==> config.mk <==
export PLATFORM = sky130hd
export DESIGN_NAME = econ_out_frame_tx
export DESIGN_NICKNAME = d
export VERILOG_FILES = /design/src/rtl/econ_out_frame_tx.sv
export SDC_FILE = /design/constraint.sdc
export NUM_CORES = 1
export LEC_CHECK = 0
export ABC_CLOCK_PERIOD_IN_PS = 6200
export CORE_MARGIN = 2
export CORE_UTILIZATION = 55
export DETAILED_ROUTE_END_ITERATION = 16
export PLACE_DENSITY = 0.77
export SYNTH_ARGS = -nofsm -noshare
export SYNTH_HDL_FRONTEND = slang
export SYNTH_SLANG_ARGS = --single-unit
==> constraint.sdc <==
create_clock -name clk -period 6.2 [get_ports clk]
set_clock_uncertainty 0.15 [all_clocks]
set_input_delay 0.62 -clock clk [delete_from_list [all_inputs] [get_ports clk]]
set_output_delay 0.62 -clock clk [all_outputs]
set_load 0.005 [all_outputs]
==> src/rtl/econ_out_frame_tx.sv <==
// Framed narrow-link transmitter: buffers wide result vectors and re-emits each one
// as a sync/sequence header word followed by its data words, least-significant word first.
module econ_out_frame_tx #(
    parameter int unsigned IN_W       = 80,
    parameter int unsigned OUT_W      = 16,
    parameter int unsigned NWORDS     = IN_W / OUT_W,
    parameter int unsigned FIFO_DEPTH = 2,
    parameter logic [7:0]  SYNC       = 8'hA5
) (
    input  logic             clk,
    input  logic             reset,
    input  logic [IN_W-1:0]  in_dat,
    input  logic             in_vld,
    output logic             in_rdy,
    output logic [OUT_W-1:0] tx_dat,
    output logic             tx_vld,
    input  logic             tx_rdy,
    output logic             tx_sof,
    output logic             tx_eof,
    output logic [15:0]      frame_cnt
);

    localparam int unsigned AW = (FIFO_DEPTH > 1) ? $clog2(FIFO_DEPTH) : 1;
    localparam int unsigned CW = AW + 1;
    localparam int unsigned KW = (NWORDS > 1) ? $clog2(NWORDS) : 1;
    localparam logic [KW-1:0]      K_LAST = KW'(NWORDS - 1);
    localparam logic [OUT_W-9:0]   SYNC_W = (OUT_W - 8)'(SYNC);
    localparam logic [CW-1:0]      FULL_CNT = CW'(FIFO_DEPTH);

    typedef enum logic [1:0] {IDLE, HDR, DATA} state_t;

    state_t           state;
    logic [IN_W-1:0]  mem [FIFO_DEPTH];
    logic [AW-1:0]    wr_ptr;
    logic [AW-1:0]    rd_ptr;
    logic [CW-1:0]    count;
    logic [CW-1:0]    count_nxt;
    logic [KW-1:0]    k;
    logic [KW-1:0]    k_inc;
    logic [7:0]       seq;
    logic [7:0]       seq_inc;
    logic [OUT_W-1:0] head_w [NWORDS];
    logic             push;
    logic             pop;

    assign push      = in_vld && in_rdy;
    assign pop       = (state == DATA) && tx_vld && tx_rdy && (k == K_LAST);
    assign count_nxt = count + CW'(push) - CW'(pop);
    assign k_inc     = k + KW'(1);
    assign seq_inc   = seq + 8'd1;

    // Head vector split into link words, word 0 = least-significant slice.
    always_comb begin
        for (int i = 0; i < int'(NWORDS); i++) begin
            head_w[i] = mem[rd_ptr][i*OUT_W +: OUT_W];
        end
    end

    always_ff @(posedge clk) begin
        if (push) begin
            mem[wr_ptr] <= in_dat;
        end
    end

    // in_rdy is registered from the updated occupancy, so a full FIFO stays
    // closed for the whole cycle even when a pop frees a slot at its end.
    always_ff @(posedge clk) begin
        if (reset) begin
            wr_ptr <= '0;
            rd_ptr <= '0;
            count  <= '0;
            in_rdy <= 1'b0;
        end else begin
            if (push) begin
                wr_ptr <= wr_ptr + AW'(1);
            end
            if (pop) begin
                rd_ptr <= rd_ptr + AW'(1);
            end
            count  <= count_nxt;
            in_rdy <= (count_nxt != FULL_CNT);
        end
    end

    // Framing FSM; the next word is loaded on the same edge the current one transfers.
    always_ff @(posedge clk) begin
        if (reset) begin
            state     <= IDLE;
            k         <= '0;
            seq       <= '0;
            frame_cnt <= '0;
            tx_dat    <= '0;
            tx_vld    <= 1'b0;
            tx_sof    <= 1'b0;
            tx_eof    <= 1'b0;
        end else begin
            case (state)
                IDLE: begin
                    if (count != '0) begin
                        state <= HDR;
                    end
                end
                HDR: begin
                    if (!tx_vld) begin
                        tx_vld <= 1'b1;
                        tx_sof <= 1'b1;
                        tx_eof <= 1'b0;
                        tx_dat <= {SYNC_W, seq};
                    end else if (tx_rdy) begin
                        state  <= DATA;
                        k      <= '0;
                        tx_sof <= 1'b0;
                        tx_eof <= (K_LAST == '0);
                        tx_dat <= head_w[0];
                    end
                end
                DATA: begin
                    if (tx_vld && tx_rdy) begin
                        if (k == K_LAST) begin
                            seq <= seq_inc;
                            if (frame_cnt != 16'hFFFF) begin
                                frame_cnt <= frame_cnt + 16'd1;
                            end
                            tx_eof <= 1'b0;
                            if (count_nxt != '0) begin
                                state  <= HDR;
                                tx_sof <= 1'b1;
                                tx_dat <= {SYNC_W, seq_inc};
                            end else begin
                                state  <= IDLE;
                                tx_vld <= 1'b0;
                                tx_sof <= 1'b0;
                                tx_dat <= '0;
                            end
                        end else begin
                            k      <= k_inc;
                            tx_eof <= (k_inc == K_LAST);
                            tx_dat <= head_w[k_inc];
                        end
                    end
                end
                default: begin
                    state <= IDLE;
                end
            endcase
        end
    end

endmodule

## After elaboration in Yosys (flattened, before gate mapping)

Memories as Yosys holds them, arrays and structs flattened. A register that Yosys moved wholly into a read port is not among the register bits.
Cells that the tools add are included.

| cells by class | value |
|---|---|
| $add $sub $neg | 7 |
| multipliers | 0 |
| div/mod/pow operators | 0 |
| order comparisons | 1 |
| equality and inequality tests | 14 |
| shift operators | 0 |
| muxes and demuxes | 39 |
| bitwise logic cells | 1 |
| reduce and logical (&&, ||, !) cells | 16 |

Operators with widths:

| kind | count |
|---|---|
| 2-to-1 mux 16 bit | 7 |
| binary-select mux 16 bit (select 3 bit) | 1 |
| case mux 16 bit (2 select lines) | 1 |
| adder 16 x 1 -> 16 bit (second input constant) | 1 |
| 2-to-1 mux 1 bit | 16 |
| != test 16 bit (second input constant) | 1 |
| 2-to-1 mux 3 bit | 4 |
| != test 2 bit (second input constant) | 6 |
| AND reduction 4 bit | 3 |
| 2-to-1 mux 2 bit | 5 |
| AND reduction 5 bit | 2 |
| adder 8 x 1 -> 8 bit (second input constant) | 1 |
| == test 3 bit (second input constant) | 2 |
| case mux 1 bit (2 select lines) | 3 |
| case mux 2 bit (3 select lines) | 1 |
| case mux 3 bit (2 select lines) | 1 |
| AND reduction 3 bit | 2 |
| nonzero test 2 bit | 3 |
| logical AND 1 bit | 5 |
| >= comparator 4 bit (second input constant) | 1 |
| != test 2 x 1 -> 1 bit (second input constant) | 2 |
| inverter 3 -> 4 bit | 1 |
| adder 3 x 1 -> 3 bit (second input constant) | 1 |
| != test 3 bit (second input constant) | 1 |
| 6 further kinds | 7 |

| word-level totals | value |
|---|---|
| register bits | 53 |
| latch bits | 0 |
| RAM bits | 160 |
| bits in read-only memories | 0 |
| input port bits | 84 |
| output and inout bits | 36 |
| logic and storage cells | 91 |
| memories | 1 |

Memory list:

| name | depth | bits a word | read ports | clocked after Yosys merged registers in | write ports | RTL line | source |
|---|---|---|---|---|---|---|---|
| mem | 2 | 80 | 1 | 1 | 1 | 33 | `logic [IN_W-1:0] mem [FIFO_DEPTH];` |

## Depth between registers and ports, before layout

Gate-level depths: netlist (run 1).

| depth | value |
|---|---|
| depth in word-level cells | 10 |
| mapped depth | 16 |
| depth with buffers taken out | 13 |

## Worst setup path before layout (run 1)

Ideal clock, no wire load.

| path | value |
|---|---|
| kind | input -> register |
| start point | input in_vld |
| end point | memory mem[0][0], enable pin |
| library setup time | 0.519 ns |
| arrival | 4.055 ns |
| required time | 5.531 ns |
| setup slack | 1.477 ns |
| stages | 2 |
| path buffers | 0 |
| path through | nand2_1 nor2_1 |

| between the ends | value |
|---|---|
| cells in the longest elaborated chain, start to end | 3 |

Ends and longest elaborated chain:

| what | RTL line | source |
|---|---|---|
| start, declared | 13 | `input logic in_vld,` |
| logical AND 1 bit | 46 | `assign push = in_vld && in_rdy;` |
| 2-to-1 mux 1 bit | 60 | `if (push) begin` |
| 2-to-1 mux 1 bit (implied by the code) | 61 | `mem[wr_ptr] <= in_dat;` |
| end, declared | 33 |  |

No other way between the ends.

## Worst setup path in the final report (run 1)

| path | value |
|---|---|
| start point | register state[0] |
| end point | register tx_dat[2] |

| between the ends | value |
|---|---|
| cells in the longest elaborated chain, start to end | 10 |
| elaborated cells on any way between the ends | 15 |
| those cells by class | 1 x add/sub; 4 x eq/ne; 4 x mux; 6 x reduce/logical |

Ends and longest elaborated chain:

| what | RTL line | source |
|---|---|---|
| start, declared | 32 | `state_t state;` |
| start signal, assigned | 88 | `state <= IDLE;` |
| start signal, assigned | 100 | `state <= HDR;` |
| start signal, assigned | 110 | `state <= DATA;` |
| == test 2 bit | 47, 97 |  |
| logical AND 1 bit (3 in a row) | 47 | `assign pop = (state == DATA) && tx_vld && tx_rdy && (k == K_LAST);` |
| subtractor 2 x 1 -> 2 bit | 48 | `assign count_nxt = count + CW'(push) - CW'(pop);` |
| nonzero test 2 bit | 125 | `if (count_nxt != '0) begin` |
| 2-to-1 mux 16 bit | 125 |  |
| 2-to-1 mux 16 bit | 119 | `if (k == K_LAST) begin` |
| 2-to-1 mux 16 bit | 118 | `if (tx_vld && tx_rdy) begin` |
| case mux 16 bit (2 select lines) | 97 | `case (state)` |
| end signal, assigned | 108 | `tx_dat <= {SYNC_W, seq};` |
| end signal, assigned | 114 | `tx_dat <= head_w[0];` |
| end signal, assigned | 128 | `tx_dat <= {SYNC_W, seq_inc};` |
| end, declared | 15 | `output logic [OUT_W-1:0] tx_dat,` |

Several ways; a longest one is shown, not always the timed one. The select of a mux whose other input is x is not followed.
A chain may end at the register's enable or synchronous reset.

==> results of run 1 <==
## power breakdown
group          switching (uW)  leakage (uW)  internal (uW)  total (uW)
Clock                     535      0.000375            831        1370
Sequential               79.7       0.00191           1650        1730
Combinational             321       0.00136            300         621
## path summary, 6_finish.rpt
| check | start | end | depth (start not counted) |
|---|---|---|---|
| worst min-delay path | k[1] | k[1] | 2 |
| worst max-delay path | state[0] | tx_dat[2] | 13 |
| worst max register to register | state[0] | tx_dat[2] | 13 |
| worst min register to register | k[1] | k[1] | 2 |
## through the flow
step	utilization	setup WS [ps]	hold WS (ps)
floorplan	-	1480	298
global placement	0.647	2390	319
detailed placement	0.647	2160	338
CTS	0.694	2130	350
global route	0.694	1800	389
finish	0.694	2100	350
## registers in the layout, summed over array words and instances (netlist names), named ones only
name	count
wr_ptr	1
mem	160
rd_ptr	1
in_rdy	1
tx_vld	1
frame_cnt	16
tx_sof	1
tx_dat	16
count	2
state	2
k	3
seq	8
tx_eof	1
## per-layer routing
metal / GRT usage / wire [microns] / vias to the layer above
met5: 0 / 0 / -
met4: 0.0753 / 522 / 0
met3: 0.0361 / 1120 / 40
met2: 0.402 / 10200 / 215
met1: 0.294 / 7980 / 2837
li1: - / - / 2653
## cells in the final DEF (no fill, tap or decap), types with 5 or more instances in the layout
| cell type | n |
|---|---|
| and4_1 | 5 |
| a21oi_1 | 30 |
| inv_1 | 9 |
| o21ai_1 | 6 |
| nand4_1 | 6 |
| and3_1 | 6 |
| o22ai_1 | 7 |
| nand3_1 | 10 |
| buf_4 | 5 |
| ha_1 | 11 |
| mux2i_1 | 31 |
| mux4_2 | 29 |
| clkdlybuf4s50_1 | 118 |
| edfxtp_1 | 160 |
| nor3_1 | 19 |
| o21ai_0 | 11 |
| o211ai_1 | 7 |
| nor2_1 | 60 |
| clkbuf_16 | 23 |
| nand2_1 | 53 |
| a211oi_1 | 11 |
| xor2_1 | 15 |
| dfxtp_1 | 53 |
| xnor2_1 | 12 |
| nor4_1 | 6 |
## worst max-delay path, cell delays in order (launching register included)
cell and delay [ps]:
dfxtp_1 340, inv_1 90, ha_1 910, and3_1 370
nand2_2 180, inv_2 230, ha_1 270, inv_1 60
ha_1 140, xor3_1 280, nor2_1 190, nor2_1 110
a2111oi_0 490, nor4_1 120
## area by class of cell
class / instances / area (sq um)
timing repair buffer: 124 / 1220
sequential: 214 / 5890
multi-input combinational: 379 / 2920
tap: 216 / 270
clock buffer: 29 / 618
inverter: 11 / 41.3
clock inverter: 13 / 143
fill: 1134 / 4890
## kinds of logic (layout without fill, tap and decap cells)
group,after synthesis,count (layout),share of synthesized area
simple gates,185,185,0.0942
buf+inv,45,177,0.0285
flops,214,214,0.650
xor+xnor,28,28,0.0288
fa+ha+maj,11,11,0.0152
mux,66,66,0.117
compound gates,89,89,0.0657
==> results_dict.tcl, run 1 <==
set metrics [dict create \
    status "finished clean" \
    worstHoldPathType "reg2reg" \
    final_cell_area_sq_mm 0.0111 \
    cts_root_buf "clkbuf_16" \
    first_iter_violations 412 \
    grt-ovfl-total 0 \
    synth_cells 638 \
    synthArstFlopShare 0 \
    yosysTopAreaCell "edfxtp_1" \
    yosysUniqueCellTypes 51 \
    instances_no_fill 986 \
    p_leak_uw 0.00364 \
    grt_use_total 0.229 \
    dp.cells 944 \
    yosysMostFrequentCell "edfxtp_1" \
    regToRegSetupSlack_ps 2100 \
    hold_viol 0 \
    synth_top_area_share 0.531 \
    first_pass_iters 5 \
    rsz0062_at_grt "no" \
    yosys_warnings 0 \
    syn-num-nets 733 \
    grt_max_degree 76 \
    power_density_mw_per_mm2 335 \
    drive_above_1_share 0.108 \
    h-tree-depth 1 \
    cts_resized 0 \
    core-area_sq_mm 0.0160 \
    drv_slew 0 \
    hpwl_mm 13.1 \
    gp_congestion 0.890 \
    antenna_found_initial 0 \
    io_buffer_count 119 \
    die_area_sq_mm 0.0175 \
    insertion_delay_ps 510 \
    cts_setup_buffers 0 \
    worst_pin_slew_ps 1130 \
    yosys-top-cells-count "160 x edfxtp_1, 61 x nor2_1, 54 x dfxtp_1" \
    cts_hold_buf 0 \
    post_dp_cell_area_sq_mm 0.0103 \
    fin_nets 848 \
    avgSynthCellArea_sq_um 14.2 \
    setup_viol 0 \
    initial_core_util 0.566 \
    power_uw 3720 \
    cp.arrival_ps 4300 \
    peakVddDrop_v 0.000249 \
    worstSetupPathType "reg2reg" \
    cts_tree "yes" \
    clock_sinks 214 \
    cap_violations 0 \
    syn-cell-area_sq_mm 0.00905 \
    area_growth_pct 22.7 \
    io_pins 120 \
    n_antenna_cell 0 \
    drc 0 \
    viasPerCell 5.83 \
    antenna_left 0 \
    startpoint_type "register" \
    ys_seq_elements 214 \
    grt_pass1_wl_mm 31.7 \
    relSlewSlack 0.246 \
    finalSetupTns_ps 0 \
    period_share 0.661 \
    finalCriticalPeriod_ps 4100 \
    ys_seq_area_frac 0.650 \
    die_y_microns 132 \
    drt-total-wl_mm 19.8 \
    crit_fanout 31 \
    fp.dieW_microns 132 \
    vias 5745 \
    routedWlPerCell_microns 20.1 \
    synth_ff_type "edfxtp_1" \
    grt_pass1_vias 5930 \
    worstSetupEndpointType "register" \
    clk_pin_slew_worst_paths_ps 60 \
    rows 46 \
    cp_data_required_time_ps 6400 \
    yosys-top-cells-area "edfxtp_1 53%, dfxtp_1 12%, mux4_2 7.2%" \
    synth_edf_count 160 \
    numCtsBuffers 23 \
    clockBufferDepth 3 \
    max_freq_mhz 244 \
]
(Power assumes the default switching activity.)
==> run 2, diff against run 1 <==
Settings changed: ABC_CLOCK_PERIOD_IN_PS 6200 to 3900.
Clock period 6.2 ns to 3.9 ns, I/O delays scaled along.
==> results_dict.tcl, run 2 (same netlist as run 1, synthesis figures left out) <==
set metrics [dict create \
    routedWlPerCell_microns 19.6 \
    r2r-end "tx_dat[1]" \
    cts_setup_buffers 0 \
    gp_congestion 0.844 \
    layout_commonest_cell "edfxtp_1" \
    antenna_left 0 \
    numCtsBuffers 23 \
    finalSetupTns_ps 0 \
    cts_tree "yes" \
    cts_resized 0 \
    cp_cell_sequence "inv_1 -> ha_1 -> and3_1 -> nand2_2 -> inv_2 -> ha_1 -> inv_1 -> ha_1 -> xor3_1 -> nor2_1 -> nor2_1 -> a211oi_1 -> a211oi_1" \
    grt_pass1_wl_mm 30.8 \
    worst-r2r-cell-count 13 \
    cp.arrival_ps 3550 \
    max_freq_mhz 302 \
    h-tree-depth 1 \
    grt_max_degree 70 \
    status "finished clean" \
    dp.cells 949 \
    worst_pin_slew_ps 1030 \
    seq_area_sq_mm 0.00589 \
    power_density_mw_per_mm2 529 \
    hold_viol 0 \
    drv_slew 0 \
    max_stage_delay_ps 460 \
    fin_nets 853 \
    instances_no_fill 991 \
    cp_top_family "simple AND/OR/NAND/NOR gates" \
    worstSetupPathType "reg2reg" \
    finalCriticalPeriod_ps 3310 \
    grt_pass1_vias 5961 \
    grt_use_total 0.222 \
    io_buffer_count 119 \
    startpoint_type "register" \
    worstSetupEndpointType "register" \
    first_iter_violations 471 \
    vias 5812 \
    reg.largest.list "mem (160), frame_cnt (16), tx_dat (16)" \
    critPathBufInv 3 \
    p_leak_uw 0.00366 \
    io_pins 120 \
    intPower_uw 4420 \
    initial_core_util 0.566 \
    swShare 0.251 \
    power_frac_seq 0.461 \
    cap_violations 0 \
    slowest_stage "nor2_1" \
    fp.dieW_microns 132 \
    crit_path_frequent_cell "ha_1" \
    first_pass_iters 5 \
    clk_pin_slew_worst_paths_ps 60 \
    clock_sinks 214 \
    critical_path_cell_count 13 \
    cts_root_buf "clkbuf_16" \
    drc 0 \
    num-fill-cells 1120 \
    holdCritStartpoint "in_dat[69]" \
    rr_startpoint "state[0]" \
    cp_data_required_time_ps 4150 \
    switchingPower_uw 1480 \
    drt-total-wl_mm 19.5 \
    rsz0062_at_grt "no" \
    die_y_microns 132 \
    period_share 0.848 \
    crit_fanout 11 \
    viasPerCell 5.86 \
    peakVddDrop_v 0.000307 \
    worstHoldPathType "in2reg" \
    multiInputGateArea_sq_mm 0.00292 \
    drive_above_1_share 0.111 \
    antenna_found_initial 0 \
    hpwl_mm 12.9 \
    core-area_sq_mm 0.0160 \
    layout_common_cells "160 x edfxtp_1, 118 x clkdlybuf4s50_1, 60 x nor2_1" \
    p_comb_frac 0.174 \
    relSlewSlack 0.311 \
    clockBufferDepth 3 \
    fin_util 0.698 \
    largest_reg_flops 160 \
    hold_depth 1 \
    area_growth_pct 23.4 \
    n_antenna_cell 0 \
    whs_ps 316 \
    regMostFlops "mem" \
    regToRegSetupSlack_ps 590 \
    rows 46 \
    grt-ovfl-total 0 \
    setup_viol 0 \
    cts_hold_buf 0 \
    insertion_delay_ps 500 \
    hold-path-endpoint "mem[0][69]" \
    die_area_sq_mm 0.0175 \
    p_clk_frac 0.366 \
]
==> run 2: cell types whose count changed in the layout (fill, tap and decap cells not counted), moves of 2 or more <==
| cell | change |
|---|---|
| clkinv_2 | -3 |
| buf_12 | +2 |
| clkbuf_1 | +3 |
| buf_4 | +3 |
==> run 2: cell type report <==
type,instances,share of cell area
clock buffers,31,0.0551
clock inverters,11,0.0124
inverters,11,0.00370
multi-input cells,379,0.262
flip-flops and latches,214,0.528
well taps,216,0.0242
repair buffers,129,0.115
==> run 2: how the worst max path moves through the flow <==
| stage | from | endpoint | slack, ps |
|---|---|---|---|
| after floorplan | k[0] | tx_dat[0] | 640 |
| after global routing | state[0] | tx_dat[0] | 360 |
| after CTS | state[0] | tx_dat[1] | 590 |
| final | state[0] | tx_dat[1] | 590 |
| after global placement | tx_rdy | tx_dat[0] | 450 |
| after detailed placement | tx_rdy | tx_dat[0] | 300 |
==> run 2: metal layers <==
layer	global-route usage	share of wire	vias to the layer above
met1	0.289	0.41	2850
met5	0	0	-
met3	0.0327	0.062	44
met2	0.386	0.51	244
li1	-	-	2674
met4	0.0705	0.025	0
==> run 2: per-stage QoR <==
stage | setup slack, ps | total power [uW] | area (sq um)
floorplan | 642 | 3300 | 9050
finish | 593 | 5900 | 11200
global placement | 450 | 3730 | 10400
detailed placement | 300 | 3780 | 10400
CTS | 591 | 5930 | 11200
global route | 360 | 6130 | 11200
==> run 2: worst reg2reg max path: stages (launching register included) <==
cell and delay, ps:
dfxtp_1 380, inv_1 90, ha_1 210, and3_1 240, nand2_2 200, inv_2 160, ha_1 310, inv_1 40
ha_1 170, xor3_1 260, nor2_1 100, nor2_1 460, a211oi_1 170, a211oi_1 260
==> run 2: power groups by stage <==
stage	Sequential (uW)	Clock, uW	Combinational (uW)
final	2720	2160	1030
after global routing	2740	2270	1120
after CTS	2720	2190	1020
after detailed placement	2770	0	1010
after global placement	2760	0	972
after floorplan	2750	0	551
==> run 3, diff against run 2 <==
Settings changed: ABC_CLOCK_PERIOD_IN_PS 3900 to 2900, CORE_UTILIZATION 55 to 50, PLACE_DENSITY 0.77 to 0.73.
Clock period 3.9 ns to 2.9 ns, I/O delays scaled along.
==> results_dict.tcl, run 3 (same netlist as run 1, synthesis figures left out) <==
set metrics [dict create \
    first_iter_violations 372 \
    drt-total-wl_mm 19.7 \
    h-tree-depth 1 \
    cp_data_required_time_ps 3110 \
    insertion_delay_ps 520 \
    reg.largest.list "mem (160), frame_cnt (16), tx_dat (16)" \
    cts_root_buf "clkbuf_16" \
    drv_slew 0 \
    cts_tree "yes" \
    met3_wirelength_mm 1.02 \
    hold_depth 1 \
    cp.arrival_ps 2940 \
    n_antenna_cell 0 \
    layout_common_cells "160 x edfxtp_1, 118 x clkdlybuf4s50_1, 58 x nor2_1" \
    cap_violations 0 \
    clock_sinks 214 \
    antenna_left 0 \
    holdCritStartpoint "in_dat[18]" \
    gp_congestion 0.868 \
    clk_pin_slew_worst_paths_ps 60 \
    num-fill-cells 1285 \
    regMostFlops "mem" \
    largest_reg_flops 160 \
    cts_setup_buffers 0 \
    grt_pass1_vias 6061 \
    startpoint_type "register" \
    max_stage_delay_ps 350 \
    crit_fanout 6 \
    grt_max_degree 55 \
    clockBufferDepth 3 \
    layout_commonest_cell "edfxtp_1" \
    grt-ovfl-total 0 \
    io_buffer_count 119 \
    fp.dieW_microns 139 \
    first_pass_iters 5 \
    p_clk_frac 0.360 \
    rows 49 \
    rsz0062_at_grt "no" \
    die_area_sq_mm 0.0192 \
    worst-r2r-cell-count 14 \
    finalCriticalPeriod_ps 2730 \
    highest_layer "met4" \
    intPower_uw 5980 \
    die_y_microns 139 \
    numCtsBuffers 23 \
    worst_pin_slew_ps 1000 \
    rr_startpoint "state[0]" \
    p_leak_uw 0.00376 \
    setup_viol 0 \
    grt_use_total 0.204 \
    dp_slack_ps -49.6 \
    area_growth_pct 26.2 \
    p_comb_frac 0.183 \
    relSlewSlack 0.331 \
    fin_nets 869 \
    hpwl_mm 13.4 \
    grt_pass1_wl_mm 31.4 \
    routedWlPerCell_microns 19.3 \
    peakVddDrop_v 0.000499 \
    switchingPower_uw 2040 \
    power_frac_seq 0.457 \
    critPathBufInv 4 \
    drc 0 \
    period_share 0.940 \
    drive_above_1_share 0.140 \
    io_pins 120 \
    initial_core_util 0.507 \
    worstSetupEndpointType "register" \
    r2r-end "tx_dat[6]" \
    status "finished clean" \
    seq_area_sq_mm 0.00589 \
    multiInputGateArea_sq_mm 0.00301 \
    core-area_sq_mm 0.0178 \
    power_uw 8010 \
    viasPerCell 5.69 \
    power_density_mw_per_mm2 702 \
    hold-path-endpoint "mem[0][18]" \
    cp_top_family "simple AND/OR/NAND/NOR gates" \
    worstSetupPathType "reg2reg" \
    wl_met2_mm 10.0 \
    slowest_stage "dfxtp_2" \
    fin_util 0.640 \
    swShare 0.254 \
    cp_cell_sequence "inv_1 -> ha_1 -> and3_4 -> nand2_4 -> inv_2 -> ha_4 -> inv_2 -> ha_4 -> xor3_1 -> nor2_2 -> buf_4 -> nor2_4 -> a2111oi_2 -> nor3_1" \
    setup_ws_ps 173 \
    antenna_found_initial 0 \
    max_freq_mhz 367 \
    hold_viol 0 \
    vias 5799 \
    wl_met1_mm 8.04 \
    regToRegSetupSlack_ps 170 \
    worstHoldPathType "in2reg" \
]
-- run 3: repair_timing --
item	in CTS	in global routing
hold buffers	0	0
setup endpoints to repair	0	7
gates resized for setup	0	7
-- run 3: cell type report --
class / count / share of cell area
repair buffers: 145 / 0.126
inverters: 11 / 0.00405
flip-flops and latches: 214 / 0.516
clock inverters: 13 / 0.0128
multi-input cells: 379 / 0.263
well taps: 229 / 0.0251
clock buffers: 29 / 0.0524
-- run 3: worst max path at each step --
stage,start,end,cells past startpoint
after floorplan,wr_ptr,mem[1][0],1
after global placement,tx_rdy,tx_dat[6],13
after detailed placement,tx_rdy,tx_dat[2],12
after CTS,state[0],tx_dat[2],13
after global routing,state[0],tx_dat[13],14
final,state[0],tx_dat[6],14
-- run 3: per-stage QoR --
step | std cells | setup TNS [ps] | cell area, sq um | hold WS (ps)
4_1_cts | 1020 | 0 | 11400 | 188
2_1_floorplan | 638 | -1830 | 9140 | 239
3_3_place_gp | 978 | 0 | 10600 | 293
5_1_grt | 1020 | 0 | 11400 | 197
3_5_place_dp | 978 | -49.6 | 10600 | 303
6_report | 1020 | 0 | 11400 | 198
-- run 3: per-layer routing --
metal | track usage | vias to the layer above
met5 | 0 | -
met4 | 0.0693 | 0
met3 | 0.0339 | 42
met2 | 0.361 | 208
met1 | 0.257 | 2850
li1 | - | 2699
-- run 3: power by group through the flow --
stage | logic (uW) | clock network, uW | registers (uW)
after floorplan | 750 | 0 | 3700
after global placement | 1370 | 0 | 3710
after detailed placement | 1430 | 0 | 3720
after CTS | 1440 | 2930 | 3660
after global routing | 1600 | 3050 | 3680
final | 1470 | 2880 | 3660
